==> src/rtl/fp_test_sequencer.sv <==
// fp_test_sequencer: switch-driven operand/control loader for an FP unit.
// Each step pulse loads one IN_W-bit switch chunk into the operand bank and
// then latches a control word. The sequencer then pulses start, waits for
// the DUT result (with a cycle timeout) and pages the captured result onto
// the display. restart returns to loading from SHOW or ERR.
module fp_test_sequencer #(
  parameter int unsigned IN_W    = 16,
  parameter int unsigned OP_W    = 32,
  parameter int unsigned N_OPS   = 2,
  parameter int unsigned CTRL_W  = 5,
  parameter int unsigned RES_W   = 32,
  parameter int unsigned FLAG_W  = 5,
  parameter int unsigned TIMEOUT = 1024
) (
  input  logic                  clk,
  input  logic                  rst_n,
  input  logic                  step,
  input  logic                  restart,
  input  logic [IN_W-1:0]       sw,
  output logic [N_OPS*OP_W-1:0] operands,
  output logic [CTRL_W-1:0]     ctrl,
  output logic                  start,
  input  logic                  dut_valid,
  input  logic [RES_W-1:0]      dut_result,
  input  logic [FLAG_W-1:0]     dut_flags,
  output logic [IN_W-1:0]       disp_data,
  output logic                  disp_en,
  output logic [FLAG_W-1:0]     flags_out,
  output logic [2:0]            phase,
  output logic                  timeout_err
);

  localparam int unsigned CHUNKS = OP_W / IN_W;
  localparam int unsigned PAGES  = RES_W / IN_W;
  localparam int unsigned CH_W   = (CHUNKS > 1) ? $clog2(CHUNKS) : 1;
  localparam int unsigned OI_W   = (N_OPS > 1) ? $clog2(N_OPS) : 1;
  localparam int unsigned PG_W   = (PAGES > 1) ? $clog2(PAGES) : 1;
  localparam int unsigned CNT_W  = $clog2(TIMEOUT);

  typedef enum logic [2:0] {
    S_LOAD  = 3'd0,
    S_CTRL  = 3'd1,
    S_START = 3'd2,
    S_WAIT  = 3'd3,
    S_SHOW  = 3'd4,
    S_ERR   = 3'd5
  } state_e;

  state_e                  state_q;
  logic [N_OPS*OP_W-1:0]   operands_q;
  logic [CTRL_W-1:0]       ctrl_q;
  logic                    start_q;
  logic [CH_W-1:0]         chunk_q;
  logic [OI_W-1:0]         op_q;
  logic [PG_W-1:0]         page_q;
  logic [CNT_W-1:0]        cnt_q;
  logic [RES_W-1:0]        result_q;
  logic [FLAG_W-1:0]       flags_q;
  logic [IN_W-1:0]         disp_data_q;
  logic                    disp_en_q;
  logic [FLAG_W-1:0]       flags_out_q;
  logic                    timeout_err_q;
  logic [IN_W-1:0]         page_sel;

  // Select the result chunk addressed by the current display page.
  always_comb begin
    page_sel = '0;
    for (int unsigned p = 0; p < PAGES; p++) begin
      if (page_q == PG_W'(p)) page_sel = result_q[p*IN_W +: IN_W];
    end
  end

  // Sequencer FSM with registered operand, control, start and display outputs.
  always_ff @(posedge clk or negedge rst_n) begin
    if (!rst_n) begin
      state_q       <= S_LOAD;
      operands_q    <= '0;
      ctrl_q        <= '0;
      start_q       <= 1'b0;
      chunk_q       <= '0;
      op_q          <= '0;
      page_q        <= '0;
      cnt_q         <= '0;
      result_q      <= '0;
      flags_q       <= '0;
      disp_data_q   <= '0;
      disp_en_q     <= 1'b0;
      flags_out_q   <= '0;
      timeout_err_q <= 1'b0;
    end else begin
      // Display outputs trail the state/page by one cycle.
      start_q     <= 1'b0;
      disp_en_q   <= (state_q == S_SHOW);
      disp_data_q <= page_sel;
      flags_out_q <= flags_q;

      case (state_q)
        S_LOAD: begin
          if (step) begin
            for (int unsigned k = 0; k < N_OPS; k++) begin
              for (int unsigned c = 0; c < CHUNKS; c++) begin
                if (op_q == OI_W'(k) && chunk_q == CH_W'(c))
                  operands_q[(k*CHUNKS + c)*IN_W +: IN_W] <= sw;
              end
            end
            if (chunk_q == CH_W'(CHUNKS - 1)) begin
              chunk_q <= '0;
              if (op_q == OI_W'(N_OPS - 1)) begin
                op_q    <= '0;
                state_q <= S_CTRL;
              end else begin
                op_q <= op_q + OI_W'(1);
              end
            end else begin
              chunk_q <= chunk_q + CH_W'(1);
            end
          end
        end

        S_CTRL: begin
          if (step) begin
            ctrl_q        <= sw[CTRL_W-1:0];
            start_q       <= 1'b1;
            // Cleared on entry so timeout_err already reads 0 while start is high.
            timeout_err_q <= 1'b0;
            cnt_q         <= '0;
            state_q       <= S_START;
          end
        end

        S_START: begin
          cnt_q         <= '0;
          timeout_err_q <= 1'b0;
          state_q       <= S_WAIT;
        end

        S_WAIT: begin
          cnt_q <= cnt_q + CNT_W'(1);
          if (dut_valid) begin
            result_q <= dut_result;
            flags_q  <= dut_flags;
            page_q   <= '0;
            state_q  <= S_SHOW;
          end else if (cnt_q == CNT_W'(TIMEOUT - 1)) begin
            timeout_err_q <= 1'b1;
            state_q       <= S_ERR;
          end
        end

        S_SHOW: begin
          if (restart) begin
            chunk_q <= '0;
            op_q    <= '0;
            state_q <= S_LOAD;
          end else if (step) begin
            if (page_q == PG_W'(PAGES - 1)) page_q <= '0;
            else                            page_q <= page_q + PG_W'(1);
          end
        end

        S_ERR: begin
          timeout_err_q <= 1'b1;
          if (restart) begin
            chunk_q <= '0;
            op_q    <= '0;
            state_q <= S_LOAD;
          end
        end

        default: state_q <= S_LOAD;
      endcase
    end
  end

  assign operands    = operands_q;
  assign ctrl        = ctrl_q;
  assign start       = start_q;
  assign disp_data   = disp_data_q;
  assign disp_en     = disp_en_q;
  assign flags_out   = flags_out_q;
  assign phase       = state_q;
  assign timeout_err = timeout_err_q;

endmodule

==> config.mk <==
export PLATFORM = sky130hd
export DESIGN_NAME = fp_test_sequencer
export DESIGN_NICKNAME = d
export VERILOG_FILES = /design/src/rtl/fp_test_sequencer.sv
export SDC_FILE = /design/constraint.sdc
export NUM_CORES = 1
export LEC_CHECK = 0
export BUFFER_PORTS_ARGS = -buffer_cell sky130_fd_sc_hd__buf_2
export CAP_MARGIN = 20
export CORE_MARGIN = 10
export CORE_UTILIZATION = 49
export CTS_BUF_LIST = sky130_fd_sc_hd__clkbuf_8
export DETAILED_ROUTE_END_ITERATION = 16
export PLACE_DENSITY = 0.87
export SETUP_SLACK_MARGIN = 0.1
export SYNTH_ARGS = -nofsm -noshare
export SYNTH_HDL_FRONTEND = slang
export SYNTH_SLANG_ARGS = --single-unit
==> constraint.sdc <==
create_clock -name clk -period 1.8 [get_ports clk]
set_clock_uncertainty 0.2 [all_clocks]
set_input_delay 0.54 -clock clk [delete_from_list [all_inputs] [get_ports clk]]
set_output_delay 0.54 -clock clk [all_outputs]
set_load 0.02 [all_outputs]
# ---- Word-level counts from Yosys, hierarchy flattened
# Index checks and enable logic that the tools add are counted.
dict set report word_totals {
  register_bits 146
}
dict set report op_classes {
  add_sub_neg 4
  n_eq_ne 17
  mux 30
  bitwise_logic 2
  reduce_logical 22
}
# cell count
set ops {}
lappend ops {{10-bit one-hot mux with 3 select lines} 1}
lappend ops {{3-bit two-way mux} 7}
lappend ops {{2-bit != test, second input constant} 9}
lappend ops {{16-bit two-way mux} 1}
lappend ops {{1-bit two-way mux} 15}
lappend ops {{3-bit one-hot mux with 5 select lines} 1}
lappend ops {{3-bit AND reduction} 5}
lappend ops {{4-bit AND reduction} 3}
lappend ops {{10-bit by 1-bit adder with 10-bit output, second input constant} 1}
lappend ops {{10-bit == test, second input constant} 1}
lappend ops {{10-bit two-way mux} 1}
lappend ops {{3-bit by 2-bit == test with 1-bit output, second input constant} 2}
lappend ops {{3-bit == test, second input constant} 2}
lappend ops {{1-bit one-hot mux with 2 select lines} 3}
lappend ops {{2-bit AND reduction} 3}
lappend ops {{6-bit AND reduction} 1}
lappend ops {{1-bit logical AND} 4}
lappend ops {{1-bit one-hot mux with 4 select lines} 1}
lappend ops {{2-bit nonzero test} 2}
lappend ops {{4-bit nonzero test} 1}
lappend ops {{1-bit adder, second input constant} 3}
lappend ops {{3-bit by 1-bit == test with 1-bit output, second input constant} 1}
lappend ops {{3-bit logical NOT} 1}
lappend ops {{3-bit != test, second input constant} 1}
lappend ops {{other kinds (4)} 5}

# ---- Longest topological paths before layout
dict set report logic_depth {
  ltp_word 5
  ltp_mapped 8
  depth_no_buf 5
}

# ---- Least setup slack after synthesis
# OpenSTA, ideal clock, no wires.
dict set report synth_path {
  path_kind {flip-flop to flip-flop}
  start {reg state_q[0], in the netlist phase[0]}
  end {reg operands_q[10], in the netlist operands[10]}
  setup_time_ns 0.125
  arrival_time_ns 1.707
  path_slack_ns -0.232
  stages_incl_launch_ff 7
  path_buffers 2
  cell_sequence {dfrtp_1 -> buf_2 -> nor2_2 -> nand2_1 -> nor3_4 -> buf_4 -> mux2_2}
}
dict set report synth_via {
  elab_chain_len 2
}
# element line_no
set synth_rtl {}
lappend synth_rtl {{start: declaration} 49} ;# state_e state_q;
lappend synth_rtl {{start signal: assignment} 76} ;# state_q <= S_LOAD;
lappend synth_rtl {{start signal: assignment} 110} ;# state_q <= S_CTRL;
lappend synth_rtl {{start signal: assignment} 127} ;# state_q <= S_START;
lappend synth_rtl {{3-bit logical NOT} 97} ;# case (state_q)
lappend synth_rtl {{3-bit AND reduction (no source line)} n/a}
lappend synth_rtl {{end signal: indexed assignment} 103} ;# operands_q[(k*CHUNKS + c)*IN_W +: IN_W] <= sw;
lappend synth_rtl {{end: declaration} 50} ;# logic [N_OPS*OP_W-1:0] operands_q;
# No other way between the ends.
# A chain may end at the register's enable or synchronous reset.

# ---- Final worst setup path
dict set report layout_path {
  start {reg state_q[1], in the netlist phase[1]}
  end {out phase[1]}
}
# element line_no
set layout_rtl {}
lappend layout_rtl {{end: declaration} 29} ;# output logic [2:0] phase,
# No word-level cell between the ends.

==> results_dict.tcl <==
set metrics [dict create \
    path_max_fanout 2 \
    leakagePower_nw 4.55 \
    p_int_mw 10.9 \
    status "complete, but fails checks" \
    synth_xor_xnor_area_share 0.00307 \
    maxCapViolations 0 \
    fp-row-count 39 \
    seq_area_frac_synth 0.641 \
    via_per_inst 5.35 \
    routedWlPerCell_um 22.9 \
    synth-async-reset-ratio 1.00 \
    drive_above_1_share 0.693 \
    synthCells 376 \
    synth_nets 435 \
    max_slew_margin 0.742 \
    clock_latency_ns 0.46 \
    slew_violations 0 \
    final_cell_mix "142 x dfrtp_1, 114 x buf_6, 64 x mux2_2, 64 x buf_4, 59 x mux2_4" \
    final_common_cell "dfrtp_1" \
    multi_input_area_sq_um 2360 \
    p_comb_frac 0.514 \
    cp.arrival_ns 1.23 \
    fin_crit_sh 1.09 \
    final_cell_count_no_fill 789 \
    tightestPinTransition_ns 0.386 \
    cts_tree "yes" \
    power_mw 16.9 \
    period_needed_ns 1.97 \
    synth_top_family_by_area "multiplexers" \
    endpoint_kind "primary output" \
    die_w_um 128 \
    die_y_um 128 \
    synth-adder-area-share 0.00220 \
    place.gp.congestion 0.776 \
    cts_inserted_buffers 17 \
    ant_nets 0 \
    syn_area_sq_um 5700 \
    ctsHtreeMaxLevel 4 \
    power.density_nw_per_um2 1860 \
    synth_ff_type "dfrtp_1" \
    place_inst 684 \
    grt_max_degree 45 \
    violations "setup timing" \
    grt_pass1_vias 4566 \
    ir_drop_uv 1440 \
    routed_wl_mm 18.1 \
    root_buffer "clkbuf_8" \
    sequentialPowerShare 0.345 \
    hold_viol 0 \
    grt_usage 0.206 \
    setup_viol 101 \
    overflow 0 \
    clockPowerShare 0.142 \
    drtPass1Iterations 4 \
    startpoint_type "flop" \
    synthSimpleGateAreaFrac 0.0509 \
    synth_edf_count 0 \
    yosysWarningCount 0 \
    coreArea_sq_um 11400 \
    crit_type "flop to primary output" \
    fin_ws_ns -0.168 \
    regArea_sq_um 3660 \
    fin_nets 692 \
    rsz0062_at_grt "yes" \
    avgSynthCellArea_sq_um 15.2 \
    ys_ff_latch 146 \
    n_antenna_cell 0 \
    cts.reportedPaths.clkPinSlew_ns 0.08 \
    io_buffer_count 153 \
    required_ns 1.06 \
    ys_types 43 \
    synth_compound_area_frac 0.0375 \
    drc 0 \
    grt_pass1_wl_mm 26.1 \
    sw_frac_of_total 0.355 \
    muxShareOfSynthArea 0.245 \
    min_path_type "input port to flop" \
    drtIter0Drc 283 \
    n_fill_cell 586 \
    hpwlAfterDp_mm 10.1 \
    switchingPower_mw 6.00 \
    grt_antenna_before_repair 0 \
    initial_core_util 0.499 \
    fmax_mhz 508 \
    clockBufferDepth 2 \
    io_pins 154 \
    area_growth_pct 59.5 \
    die-area_sq_um 16300 \
    clkSinkCount 146 \
    vias 4220 \
]
==> critical path, stage by stage, from the launching register on <==
cell and delay (ns):
dfrtp_2 0.42, buf_6 0.12, buf_6 0.11, buf_6 0.12
==> sequential cells by signal, indices dropped and copies added (netlist names), 3 cells and up <==
signal     flops
flags_q        5
result_q      32
phase          3
operands      64
flags_out      5
disp_data     16
ctrl           5
cnt_q         10
==> metal layers <==
metal | track usage | share of wire | vias to the layer above
li1 | - | - | 1869
met5 | 0 | 0 | -
met3 | 0.0691 | 0.059 | 33
met1 | 0.221 | 0.38 | 2192
met2 | 0.364 | 0.54 | 126
met4 | 0.0848 | 0.021 | 0
==> power groups by stage <==
| stage | clock network [mW] | logic (mW) | registers [mW] |
|---|---|---|---|
| after floorplan | 0 | 2.55 | 6.59 |
| after global routing | 2.56 | 9.11 | 5.95 |
| after CTS | 2.43 | 7.83 | 5.72 |
| after global placement | 0 | 5.50 | 5.43 |
| after detailed placement | 0 | 5.68 | 5.55 |
| final | 2.39 | 8.68 | 5.83 |
==> per-stage QoR <==
step	area, sq um	worst slack, ns	TNS, ns	util	hold slack (ns)
detailed placement	7080	-0.195	-6.27	0.620	0.165
CTS	8580	-0.176	-1.62	0.751	0.0423
finish	9090	-0.168	-6.33	0.796	0.100
global route	9090	-0.205	-11.41	0.796	0.0769
global placement	7080	-0.163	-5.03	0.620	0.158
floorplan	5930	-0.149	-3.19	-	0.0444
==> cells by family (layout without fill, tap and decap cells) <==
| logic type | count (synthesis) | after routing |
|---|---|---|
| AO/OA/AOI/OAI | 34 | 34 |
| AND/OR/NAND/NOR | 48 | 48 |
| XOR/XNOR | 2 | 2 |
| adder cells (fa/ha/maj) | 1 | 1 |
| buffers and inverters | 21 | 291 |
| multiplexers | 124 | 124 |
| flip-flops | 146 | 146 |
==> repair_timing <==
action,4_1_cts,5_1_grt
setup buffers,31,32
hold endpoints to repair,27,0
resized for setup,251,26
pin swaps,12,10
setup endpoints to repair,137,218
gates cloned,2,7
hold buffers,1,0
==> Yosys cell counts (all sizes together), types with 3 or more instances <==
cell type	count	share of area
dfrtp	146	0.64
mux2	123	0.24
buf	14	0.016
nand2	13	0.0086
o21ai	10	0.0088
a21oi	9	0.0079
nand2b	7	0.0077
nor2	7	0.0050
clkbuf	4	0.0026
nand3	4	0.0035
nand4	4	0.0055
nor3	4	0.0064
inv	3	0.0020
==> path summary, 6_finish.rpt <==
kind | from | end | slack [ns] | cells after the start
setup / recovery | phase[1] | phase[1] | -0.17 | 3
hold / removal | dut_result[19] | result_q[19] | 0.10 | 2
setup reg to reg | phase[1] | cnt_q[9] | -0.13 | 7
hold reg to reg | flags_q[2] | flags_out[2] | 0.18 | 0
max in group asynchronous | rst_n | operands[40] | 0.51 | 3
min in group asynchronous | rst_n | cnt_q[7] | 0.33 | 2
==> final cells by class <==
type / instances / share of cell area
Timing Repair Buffer: 256 / 0.277
Sequential cell: 146 / 0.402
Clock inverter: 14 / 0.0128
Tap cell: 143 / 0.0197
Clock buffer: 18 / 0.0272
Multi-Input combinational cell: 209 / 0.260
Inverter: 3 / 0.00165
Note: power is estimated with default switching activity, not from simulation.
